[src/rtl/cas_pkg.sv]
// Shared types and helpers for the cassette playback engine.
package cas_pkg;

    localparam int CAS_BYTE_BITS = 8;

    typedef enum logic [2:0] {
        IDLE   = 3'd0,
        LEADER = 3'd1,
        FETCH  = 3'd2,
        LOAD   = 3'd3,
        BIT_HI = 3'd4,
        BIT_LO = 3'd5,
        DONE   = 3'd6
    } cas_state_t;

    // Bits needed to hold any value up to max(a,b).
    function automatic int cas_cnt_w(input int a, input int b);
        return $clog2(((a > b) ? a : b) + 1);
    endfunction

endpackage

[src/rtl/cas_bit_timer.sv]
// Half-period down-counter; expired is high once the count reaches zero.
module cas_bit_timer #(
    parameter int CNT_W = 11
) (
    input  logic             clock,
    input  logic             reset_n,
    input  logic             clr,
    input  logic             load,
    input  logic [CNT_W-1:0] load_val,
    input  logic             en,
    output logic             expired
);

    logic [CNT_W-1:0] cnt;

    always_ff @(posedge clock or negedge reset_n) begin
        if (!reset_n)
            cnt <= '0;
        else if (clr)
            cnt <= '0;
        else if (load)
            cnt <= load_val;
        else if (en && cnt != '0)
            cnt <= cnt - 1'b1;
    end

    assign expired = (cnt == '0);

endmodule

[src/rtl/cas_player.sv]
// Cassette playback engine: BRAM bytes -> MSB-first pulse-width tape signal.
// Define CAS_PLAYER_LEADER_EN to emit a LEADER_BITS run of 1 bits before the data.
module cas_player
    import cas_pkg::*;
#(
    parameter int ADDR_W      = 16,
    parameter int DATA_W      = 8,
    parameter int HALF0_CYC   = 1136,
    parameter int HALF1_CYC   = 568,
    parameter int LEADER_BITS = 256
) (
    input  logic              clock,
    input  logic              reset_n,
    input  logic              play,
    input  logic              rewind,
    input  logic [ADDR_W:0]   tape_len,
    output logic [ADDR_W-1:0] mem_addr,
    input  logic [DATA_W-1:0] mem_q,
    output logic              tape_out,
    output logic              busy,
    output logic              done,
    output logic [ADDR_W-1:0] cur_addr
);

    localparam int CNT_W = cas_cnt_w(HALF0_CYC, HALF1_CYC);
    localparam int BIT_W = $clog2(CAS_BYTE_BITS);
    localparam logic [CNT_W-1:0]  LD0     = CNT_W'(HALF0_CYC - 1);
    localparam logic [CNT_W-1:0]  LD1     = CNT_W'(HALF1_CYC - 1);
    localparam logic [ADDR_W:0]   MAX_LEN = {1'b1, {ADDR_W{1'b0}}};

    if (DATA_W != CAS_BYTE_BITS || LEADER_BITS < 1) begin : g_param_chk
        $error("cas_player: DATA_W must be 8 and LEADER_BITS at least 1");
    end

    cas_state_t         state, state_n;
    logic [ADDR_W:0]    ptr, ptr_n, len_q, len_n;
    logic [DATA_W-1:0]  sreg, sreg_n;
    logic [BIT_W-1:0]   bcnt, bcnt_n;
    logic               t_clr, t_load, t_en, t_exp, adv, tape_n;
    logic [CNT_W-1:0]   t_val;

`ifdef CAS_PLAYER_LEADER_EN
    localparam int LEAD_W = cas_cnt_w(LEADER_BITS, 1);
    logic              lead_hi, lead_hi_n;
    logic [LEAD_W-1:0] lead_cnt, lead_cnt_n;
`endif

    function automatic logic [CNT_W-1:0] half_ld(input logic b);
        return b ? LD1 : LD0;
    endfunction

    cas_bit_timer #(.CNT_W(CNT_W)) u_timer (
        .clock   (clock),
        .reset_n (reset_n),
        .clr     (t_clr),
        .load    (t_load),
        .load_val(t_val),
        .en      (t_en),
        .expired (t_exp)
    );

    always_comb begin
        state_n = state;
        ptr_n   = ptr;
        len_n   = len_q;
        sreg_n  = sreg;
        bcnt_n  = bcnt;
        t_clr   = 1'b0;
        t_load  = 1'b0;
        t_en    = 1'b0;
        t_val   = LD0;
        adv     = play && t_exp;
`ifdef CAS_PLAYER_LEADER_EN
        lead_hi_n  = lead_hi;
        lead_cnt_n = lead_cnt;
`endif
        if (rewind) begin
            state_n = IDLE;
            ptr_n   = '0;
            bcnt_n  = '0;
            t_clr   = 1'b1;
`ifdef CAS_PLAYER_LEADER_EN
            lead_hi_n  = 1'b0;
            lead_cnt_n = '0;
`endif
        end else begin
            case (state)
                IDLE: if (play) begin
                    len_n = (tape_len > MAX_LEN) ? MAX_LEN : tape_len;
                    if (tape_len == '0)
                        state_n = DONE;
                    else begin
`ifdef CAS_PLAYER_LEADER_EN
                        state_n    = LEADER;
                        lead_hi_n  = 1'b1;
                        lead_cnt_n = LEAD_W'(LEADER_BITS - 1);
                        t_load     = 1'b1;
                        t_val      = LD1;
`else
                        state_n = FETCH;
`endif
                    end
                end
`ifdef CAS_PLAYER_LEADER_EN
                // mem_addr has sat at byte 0 throughout the leader, so mem_q
                // already holds it and the first data bit follows with no gap.
                LEADER: begin
                    t_en = play;
                    if (adv) begin
                        t_load = 1'b1;
                        t_val  = LD1;
                        if (lead_hi)
                            lead_hi_n = 1'b0;
                        else if (lead_cnt != '0) begin
                            lead_hi_n  = 1'b1;
                            lead_cnt_n = lead_cnt - 1'b1;
                        end else begin
                            sreg_n  = mem_q;
                            bcnt_n  = BIT_W'(CAS_BYTE_BITS - 1);
                            t_val   = half_ld(mem_q[DATA_W-1]);
                            state_n = BIT_HI;
                        end
                    end
                end
`endif
                FETCH: state_n = LOAD;
                LOAD: begin
                    sreg_n  = mem_q;
                    bcnt_n  = BIT_W'(CAS_BYTE_BITS - 1);
                    t_load  = 1'b1;
                    t_val   = half_ld(mem_q[DATA_W-1]);
                    state_n = BIT_HI;
                end
                BIT_HI: begin
                    t_en = play;
                    if (adv) begin
                        t_load  = 1'b1;
                        t_val   = half_ld(sreg[DATA_W-1]);
                        state_n = BIT_LO;
                    end
                end
                BIT_LO: begin
                    t_en = play;
                    if (adv) begin
                        if (bcnt != '0) begin
                            sreg_n  = {sreg[DATA_W-2:0], 1'b0};
                            bcnt_n  = bcnt - 1'b1;
                            t_load  = 1'b1;
                            t_val   = half_ld(sreg[DATA_W-2]);
                            state_n = BIT_HI;
                        end else begin
                            ptr_n   = ptr + 1'b1;
                            state_n = (ptr_n < len_q) ? FETCH : DONE;
                        end
                    end
                end
                DONE: ;
                default: state_n = IDLE;
            endcase
        end
        // Registered output: a paused high half reads as low.
`ifdef CAS_PLAYER_LEADER_EN
        tape_n = play && (state_n == BIT_HI || (state_n == LEADER && lead_hi_n));
`else
        tape_n = play && (state_n == BIT_HI);
`endif
    end

    always_ff @(posedge clock or negedge reset_n) begin
        if (!reset_n) begin
            state    <= IDLE;
            ptr      <= '0;
            len_q    <= '0;
            sreg     <= '0;
            bcnt     <= '0;
            tape_out <= 1'b0;
        end else begin
            state    <= state_n;
            ptr      <= ptr_n;
            len_q    <= len_n;
            sreg     <= sreg_n;
            bcnt     <= bcnt_n;
            tape_out <= tape_n;
        end
    end

`ifdef CAS_PLAYER_LEADER_EN
    always_ff @(posedge clock or negedge reset_n) begin
        if (!reset_n) begin
            lead_hi  <= 1'b0;
            lead_cnt <= '0;
        end else begin
            lead_hi  <= lead_hi_n;
            lead_cnt <= lead_cnt_n;
        end
    end
`endif

    assign mem_addr = ptr[ADDR_W-1:0];
    assign cur_addr = ptr[ADDR_W-1:0];
    assign busy     = (state != IDLE) && (state != DONE);
    assign done     = (state == DONE);

endmodule

[config.mk]
export PLATFORM = sky130hd
export DESIGN_NAME = cas_player
export DESIGN_NICKNAME = d
export VERILOG_FILES = /design/src/rtl/cas_pkg.sv /design/src/rtl/cas_bit_timer.sv /design/src/rtl/cas_player.sv
export SDC_FILE = /design/constraint.sdc
export NUM_CORES = 1
export LEC_CHECK = 0
export CORE_UTILIZATION = 54
export CTS_CLUSTER_SIZE = 16
export DETAILED_ROUTE_END_ITERATION = 6
export GPL_TIMING_DRIVEN = 0
export PLACE_DENSITY = 0.84
export RECOVER_POWER = 25
export SYNTH_ARGS = -nofsm -noshare
export SYNTH_HDL_FRONTEND = slang
export SYNTH_SLANG_ARGS = --single-unit
[constraint.sdc]
create_clock -name clock -period 3.6 [get_ports clock]
set_clock_uncertainty 0.05 [all_clocks]
set_input_delay 0.54 -clock clock [delete_from_list [all_inputs] [get_ports clock]]
set_output_delay 0.54 -clock clock [all_outputs]
set_load 0.01 [all_outputs]
**Word-level counts from Yosys, hierarchy flattened**

Cells that the tools add are included.

- Add/sub/neg operators: 3
- Muxes and demuxes: 39
- Reductions and logical operators: 20
- Bitwise gates (word level): 1
- Equal/unequal tests: 12
- Order comparisons: 2

Operators with widths:

| cell | number |
|---|---|
| 2-to-1 mux 11 bit | 10 |
| 2-to-1 mux 17 bit | 5 |
| one-hot mux 11 bit (3 select lines) | 1 |
| 2-to-1 mux 3 bit | 10 |
| one-hot mux 3 bit (6 select lines) | 1 |
| adder 17 x 1 -> 17 bit, second input constant | 1 |
| > comparator 17 bit, second input constant | 1 |
| logical NOT 17 bit | 1 |
| less-than comparator 17 bit | 1 |
| 2-to-1 mux 8 bit | 2 |
| one-hot mux 8 bit (2 select lines) | 1 |
| equality test 3 bit, second input constant | 4 |
| nonzero test 3 bit | 4 |
| logical NOT 11 bit | 1 |
| nonzero test 11 bit | 1 |
| subtractor 11 x 1 -> 11 bit, second input constant | 1 |
| != test 3 bit, second input constant | 3 |
| AND reduction 3 bit | 3 |
| 2-to-1 mux 1 bit | 7 |
| equality test 3 x 2 -> 1 bit, second input constant | 2 |
| != test 2 bit, second input constant | 3 |
| one-hot mux 3 bit (2 select lines) | 1 |
| nonzero test 2 bit | 3 |
| logical AND 1 bit | 4 |
| 6 further kinds | 6 |

- Output and inout bits: 35
- Bits in registers: 60
- Input port bits: 29

**Logic depth before layout (Yosys ltp)**

Gate-level depths: netlist of run 1.

- Depth after elaboration: 9
- Gate-level depth with buffers: 11
- Depth with buffers taken out: 11

**By module**

From an unflattened synthesis of run 1, not the netlist that was laid out.

- Cells, all modules: 443
- Area, all modules: 4021.4 µm²

Modules (own cells, without submodules):

| module | seq. area each (µm²) | times used | cells an instance | area each (µm²) |
|---|---|---|---|---|
| cas_player | 1226.2 | 1 | 361 | 3239.4 |
| cas_bit_timer | 275.3 | 1 | 82 | 782.0 |

**Least setup slack after synthesis of run 1**

Ideal clock, no wire load.

- Kind: reg2reg
- From: reg ptr[0]
- To: reg state[2]
- Cell stages (with the launch flop): 10
- Setup slack: 0.966 ns
- Arrival time: 2.444 ns
- Required time: 3.410 ns
- Clock period less this slack: 2.634 ns
- Buffers on the path: 0
- Cells stage by stage: dfrtp_1 -> ha_1 -> nand3_1 -> nor3_1 -> nand3_1 -> xnor2_1 -> ha_1 -> a2111o_1 -> a2111oi_0 -> a31oi_1

- Cells in the longest elaborated chain, start to end: 7

Ends and longest elaborated chain:

| item | RTL line | source |
|---|---|---|
| start, declared | cas_player.sv:36 | `logic [ADDR_W:0] ptr, ptr_n, len_q, len_n;` |
| start signal, assigned | cas_player.sv:179 | `ptr <= ptr_n;` |
| adder 17 x 1 -> 17 bit | cas_player.sv:152 | `ptr_n = ptr + 1'b1;` |
| less-than comparator 17 bit | cas_player.sv:153 | `state_n = (ptr_n < len_q) ? FETCH : DONE;` |
| 2-to-1 mux 3 bit | cas_player.sv:153 |  |
| 2-to-1 mux 3 bit | cas_player.sv:145 | `if (bcnt != '0) begin` |
| 2-to-1 mux 3 bit | cas_player.sv:144 | `if (adv) begin` |
| one-hot mux 3 bit (6 select lines) | cas_player.sv:87 | `case (state)` |
| 2-to-1 mux 3 bit | cas_player.sv:77 | `if (rewind) begin` |
| named net state_n[2] | cas_player.sv:35 | `cas_state_t state, state_n;` |
| end signal, assigned | cas_player.sv:178 | `state <= state_n;` |
| end, declared | cas_player.sv:35 |  |

The timed path passes the listed nets, and every way through them passes these cells.
A chain may end at the register's enable or synchronous reset.

**Worst setup path after layout of run 1**

Ends and elaborated chain as after synthesis.

==> results of run 1 <==
cell type report:
| type | instances | area share [%] |
|---|---|---|
| Inverter | 25 | 1.90 |
| Buffer | 49 | 6.37 |
| Multi-Input combinational cell | 303 | 42.3 |
| Clock buffer | 15 | 3.58 |
| Clock inverter | 1 | 0.102 |
| Tap cell | 96 | 2.44 |
| Sequential cell | 60 | 30.5 |
| Timing Repair Buffer | 64 | 12.9 |
per-stage QoR:
stage | total power, uW | utilization, % | std cells | setup WS (ps)
after floorplan | 1160 | - | 437 | 966
after global placement | 1300 | 67.9 | 596 | 38.8
final | 1890 | 70.6 | 613 | 513
after CTS | 1890 | 70.7 | 613 | 541
after global routing | 2000 | 70.6 | 613 | 105
after detailed placement | 1330 | 68.1 | 597 | 590
sequential cells by signal, indices dropped and copies added, names as in the netlist:
| signal | flops |
|---|---|
| u_timer.cnt | 11 |
| tape_out | 1 |
| len_q | 17 |
| ptr | 17 |
| sreg | 8 |
| bcnt | 3 |
| state | 3 |
synth_stat cells, types with 3 or more instances:
| master | number |
|---|---|
| a211oi_1 | 3 |
| a21o_1 | 6 |
| a21oi_1 | 30 |
| a221o_1 | 3 |
| a22o_1 | 17 |
| a31oi_1 | 3 |
| and2_1 | 3 |
| and3_1 | 5 |
| buf_4 | 32 |
| clkbuf_1 | 13 |
| dfrtp_1 | 60 |
| ha_1 | 20 |
| inv_1 | 25 |
| mux2i_1 | 6 |
| nand2_1 | 22 |
| nand3_1 | 25 |
| nand3b_1 | 3 |
| nand4_1 | 8 |
| nor2_1 | 37 |
| nor2b_1 | 6 |
| nor3_1 | 13 |
| nor3b_1 | 5 |
| nor4_1 | 6 |
| o21ai_0 | 10 |
| o31ai_1 | 3 |
| or2_2 | 3 |
| or3_1 | 4 |
| xnor2_1 | 13 |
| xor2_1 | 19 |
cell families after synthesis:
group,after synthesis,synth area share [%]
AOI/OAI and AO/OA,91,16.1
xor gates and xnor gates,32,7.02
adders and majority gates,20,6.27
buffers and inverters,74,10.2
DFF,60,37.6
muxes,7,1.79
and+or+nand+nor,153,21.0
layer usage:
layer | up-vias | track usage, %
met1 | 1639 | 35.6
met4 | 0 | 11.8
met3 | 21 | 4.71
met5 | - | 0
li1 | 1678 | -
met2 | 170 | 43.9
cell usage in the layout (no fill, tap or decap), drive strengths merged, types with 6 or more instances in the layout:
cell / n
a21o: 6
dfrtp: 60
a22o: 17
nand2: 22
nand4: 9
clkdlybuf4s50: 62
mux2i: 6
o21ai: 10
a21oi: 32
ha: 20
nor4: 7
nor3: 13
nor2b: 6
nand3: 25
xnor2: 13
nor2: 37
clkbuf: 29
xor2: 19
and3: 6
inv: 25
buf: 36
power by group:
part,internal [uW],leakage [uW],switching (uW)
Clock,306,0.0000937,260
Sequential,774,0.000801,66.2
Combinational,209,0.00134,275
worst min-delay path by stage:
stage	start	to	cells past startpoint
after floorplan	reset_n	bcnt[0]	0
after global placement	len_q[6]	len_q[6]	1
after detailed placement	len_q[6]	len_q[6]	1
after CTS	reset_n	ptr[7]	1
after global routing	len_q[11]	len_q[11]	1
final	reset_n	ptr[7]	1
worst max-delay path, stage by stage, from the launching register on:
cell,delay [ps]
dfrtp_1,480
ha_1,250
nand3_1,220
nor3_1,480
nand3_1,230
xnor2_1,190
ha_1,190
a2111o_1,370
a2111oi_0,360
a31oi_1,130
==> out/qor.txt, run 1 <==
Status -> complete, but fails checks
Failing checks -> capacitance limit, slew limit
Leakage -> 0.00224 uW
RSZ-0062 raised after global routing -> false
Postcts setup bufs -> 0
Number of nets in the layout -> 561
Post-Syn Area -> 0.00399 mm2
Area of the multi-input gates -> 0.00208 mm2
Ys flop type -> dfrtp_1
Die height -> 88.0 um
CP Max Fanout -> 7
Total Neg Setup Slack -> 0 ps
Top Metal Used -> met4
CP endpoint kind -> register
WL met3 -> 600 um
RR Endpoint -> state[2]
Fraction of registers with async set/reset -> 100%
Core area -> 0.00698 mm2
Area after DPL -> 0.00476 mm2
ANT nets after route -> 0
Diode count -> 0
WL met2 -> 4.54 mm
Total GRT Usage -> 27.1%
Finished Cell Area -> 0.00493 mm2
Dpl hpwl -> 7.05 mm
Hold slack -> 399 ps
Chip width -> 88.0 um
Crit Path Class -> register to register
Max Freq -> 0.324 GHz
Final Hold Fails -> 0
Critical Path End -> state[2]
Min cycle time layout -> 3090 ps
First-pass GRT wire length -> 16.0 mm
GP Congestion -> 0.886
TritonCTS Buffers -> 9
Net Count, Synth -> 486
Clk Latency, worst-skew pair -> 340 ps
DRC -> 0
Worst Path Arrival -> 3240 ps
Layout cells sized above 1 -> 12.2%
Final wirelength -> 9.50 mm
Average wire per standard cell -> 15.5 um
Antenna violations before repair -> 0
Post-Synthesis Cells -> 437
Reg2Reg Setup Slack -> 510 ps
Clock Tree Buf Depth -> 2
Worst-margin pin slew -> 1690 ps
Clk root buf -> clkbuf_8
Yosys cell types -> 56
# Max-Cap Violations -> 1
Via count -> 3508
Rows -> 30
I/O Pins -> 64
Area delta synth->final -> 23.4%
Yosys warns -> 0
Setup crit start -> ptr[0]
Mean Syn Cell Area -> 9.13 um2
Sequential share of the synthesized area -> 37.6%
First-pass DRT Iterations -> 5
FF+latch area -> 0.00150 mm2
Tightest Hold Check Type -> primary input to async pin
Metal-1 WL -> 4.17 mm
Area share of the largest cell type after synthesis -> 37.6%
Port bufs -> 63
Final period util -> 85.8%
H-tree levels -> 3
Die area -> 0.00774 mm2
Vias in the first global route -> 3373
Reg2reg path depth -> 9
Iteration-0 DRC Markers -> 257
Slew Viols, Final -> 38
Worst r2r src -> ptr[0]
Startpoint type of the worst setup path -> register
Clock sinks -> 60
Biggest area consumer among synthesized cells -> dfrtp_1
FILL cells -> 532
Setup-failing EPs final -> 0
Flops & latches, synth -> 60
Largest net degree at the start of global routing -> 38
Initial Utilization -> 57.2%
Post-CTS Hold Fix Bufs -> 0
Grt total ovfl -> 0
Largest cells by area after synthesis -> dfrtp_1 38%, ha_1 6.3%, buf_4 6.0%
CTS resizes -> 0
Worst vdd ir -> 0.000287 V
P per Cell Area -> 384 mW/mm2
Post-synth EDFFs -> 0
Vias per Instance -> 5.72
CTS tree -> done
Req. time, crit path -> 3760 ps
Clk slew on worst S/H paths -> 70 ps
Slew HR -> -12.5%
(Power assumes the default switching activity.)
==> inputs of run 2 (changes only) <==
--- a/config.mk
+++ b/config.mk
@@ -8,7 +8,7 @@
 export CORE_UTILIZATION = 54
 export CTS_CLUSTER_SIZE = 16
 export DETAILED_ROUTE_END_ITERATION = 6
-export GPL_TIMING_DRIVEN = 0
+export GPL_TIMING_DRIVEN = 1
 export PLACE_DENSITY = 0.84
 export RECOVER_POWER = 25
 export SYNTH_ARGS = -nofsm -noshare
==> run 2 against run 1 <==
The flow still finishes with violations (capacitance limit, slew limit); clock power is 10% higher; sequential power up 0.7%; non-clock buffer count down 45; cell count fell by 7.3%; worst hold slack better by 63 ps; design area fell by 5.4%; worst setup slack better by 51 ps; largest cell class unchanged; largest power group unchanged.
==> out/qor.txt, run 2 (synthesis results as in run 1) <==
# Max-Cap Violations -> 1 (unchanged)
Area delta synth->final -> 16.7% (was 23.4%)
Vias per Instance -> 5.82 (was 5.72)
Startpoint type of the worst setup path -> register (unchanged)
Clk slew on worst S/H paths -> 70 ps (about the same)
P per Cell Area -> 413 mW/mm2 (was 384 mW/mm2)
Die height -> 88.0 um (unchanged)
Layout cells sized above 1 -> 7.42% (was 12.2%)
Iteration-0 DRC Markers -> 195 (was 257)
Req. time, crit path -> 3750 ps (was 3760 ps)
Diode count -> 0 (unchanged)
RSZ-0062 raised after global routing -> false (unchanged)
Antenna violations before repair -> 0 (unchanged)
Core area -> 0.00698 mm2 (unchanged)
Clock Tree Buf Depth -> 2 (unchanged)
Total Neg Setup Slack -> 0 ps (unchanged)
Clock sinks -> 60 (unchanged)
Clk root buf -> clkbuf_8 (unchanged)
Setup-failing EPs final -> 0 (unchanged)
GP Congestion -> 0.874 (was 0.886)
CTS resizes -> 0 (unchanged)
Largest net degree at the start of global routing -> 33 (was 38)
Most frequent cells in the layout -> 62 x clkdlybuf4s50_1, 60 x dfrtp_1, 37 x nor2_1 (unchanged)
Combinational power share -> 23.6% (was 25.6%)
TritonCTS Buffers -> 9 (unchanged)
Clock share of power -> 32.5% (was 30.0%)
Biggest regs -> len_q: 17 flops, ptr: 17 flops, u_timer.cnt: 11 flops (unchanged)
DRC -> 0 (unchanged)
Dpl hpwl -> 6.27 mm (was 7.05 mm)
Setup slack after layout -> 563 ps (was 513 ps)
Die area -> 0.00774 mm2 (unchanged)
Vias in the first global route -> 3067 (was 3373)
Final period util -> 84.3% (was 85.8%)
Worst Path Arrival -> 3190 ps (was 3240 ps)
ANT nets after route -> 0 (unchanged)
I/O Pins -> 64 (unchanged)
H-tree levels -> 3 (unchanged)
Slowest library cell on the worst path -> dfrtp_1 (unchanged)
Tightest Hold Check Type -> register to register (was primary input to async pin)
Worst r2r src -> ptr[0] (unchanged)
Area after DPL -> 0.00446 mm2 (was 0.00476 mm2)
Seq pwr share -> 43.9% (was 44.5%)
Pre-CTS setup slack -> 682 ps (was 590 ps)
Fin cells -> 568 (was 613)
Finished Cell Area -> 0.00466 mm2 (was 0.00493 mm2)
Bufs and invs on worst path -> 0 (unchanged)
Hold slack -> 462 ps (was 399 ps)
Slowest stage delay, CP -> 480 ps (about the same)
Rows -> 30 (unchanged)
Sw Pwr -> 594 uW (was 601 uW)
Slew HR -> -2.00% (was -12.5%)
Port bufs -> 63 (unchanged)
Max Freq -> 0.329 GHz (was 0.324 GHz)
Critical path's top delay family -> compound AO/OA/AOI/OAI gates (was simple AND/OR/NAND/NOR gates)
Final Hold Fails -> 0 (unchanged)
Pint -> 1330 uW (was 1290 uW)
Slew Viols, Final -> 30 (was 38)
Clk Latency, worst-skew pair -> 340 ps (about the same)
Final wirelength -> 8.59 mm (was 9.50 mm)
Average wire per standard cell -> 15.1 um (was 15.5 um)
Post-CTS Hold Fix Bufs -> 0 (unchanged)
Failing checks -> capacitance limit, slew limit (unchanged)
Worst vdd ir -> 0.000357 V (was 0.000287 V)
CP Max Fanout -> 7 (unchanged)
Most common cell after layout, fill and taps aside -> clkdlybuf4s50_1 (unchanged)
First-pass DRT Iterations -> 5 (unchanged)
Chip width -> 88.0 um (unchanged)
CP endpoint kind -> register (unchanged)
Crit Path Class -> register to register (unchanged)
Postcts setup bufs -> 0 (unchanged)
Min cycle time layout -> 3040 ps (was 3090 ps)
Via count -> 3304 (was 3508)
Worst-margin pin slew -> 1530 ps (was 1690 ps)
Status -> complete, but fails checks (unchanged)
Critical path, cell by cell -> ha_1 -> nand3_1 -> nor3_1 -> nand3_1 -> xnor2_1 -> ha_1 -> a2111o_1 -> a2111oi_0 -> a31oi_1 (unchanged)
# placed instances -> 552 (was 597)
Number of nets in the layout -> 516 (was 561)
First-pass GRT wire length -> 14.6 mm (was 16.0 mm)
Setup crit start -> ptr[0] (unchanged)
Initial Utilization -> 57.2% (unchanged)
CTS tree -> done (unchanged)
Total GRT Usage -> 24.6% (was 27.1%)
Sw Ratio -> 30.9% (was 31.8%)
Grt total ovfl -> 0 (unchanged)
Hold Path Origin -> len_q[7]
Leakage -> 0.00206 uW (was 0.00224 uW)
-- run 2: power groups by stage --
stage / clock network, uW / registers [uW] / logic, uW
3_3_place_gp: 0 / 852 / 433
5_1_grt: 662 / 858 / 510
4_1_cts: 626 / 845 / 456
6_report: 625 / 846 / 455
2_1_floorplan: 0 / 830 / 334
3_5_place_dp: 0 / 858 / 452
-- run 2: path summary, 6_finish.rpt --
| check | end | cells after the start | slack [ps] |
|---|---|---|---|
| worst max-delay path | state[2] | 9 | 560 |
| worst min-delay path | len_q[7] | 1 | 460 |
| worst max register to register | state[2] | 9 | 560 |
| worst min register to register | len_q[7] | 1 | 460 |
| max in group asynchronous | bcnt[2] | 2 | 1500 |
| min in group asynchronous | ptr[7] | 1 | 510 |
-- run 2: metal layers --
metal | track usage, % | part of all wire, %
met5 | 0 | 0
met4 | 9.24 | 1.4
met1 | 34.7 | 48
met3 | 4.05 | 4.7
met2 | 38.0 | 46
-- run 2: through the flow --
| step | total power (uW) | utilization, % |
|---|---|---|
| after floorplan | 1160 | - |
| after global placement | 1280 | 63.9 |
| after detailed placement | 1310 | 63.9 |
| after CTS | 1930 | 66.8 |
| after global routing | 2030 | 66.7 |
| final | 1930 | 66.7 |
-- run 2: cell type report --
class,count,area (um2)
flip-flops and latches,60,1500
well taps,96,120
inverters,25,93.8
clock buffers,12,155
multi-input cells,303,2080
fillers,584,2320
clock inverters,4,47.5
repair buffers,68,659
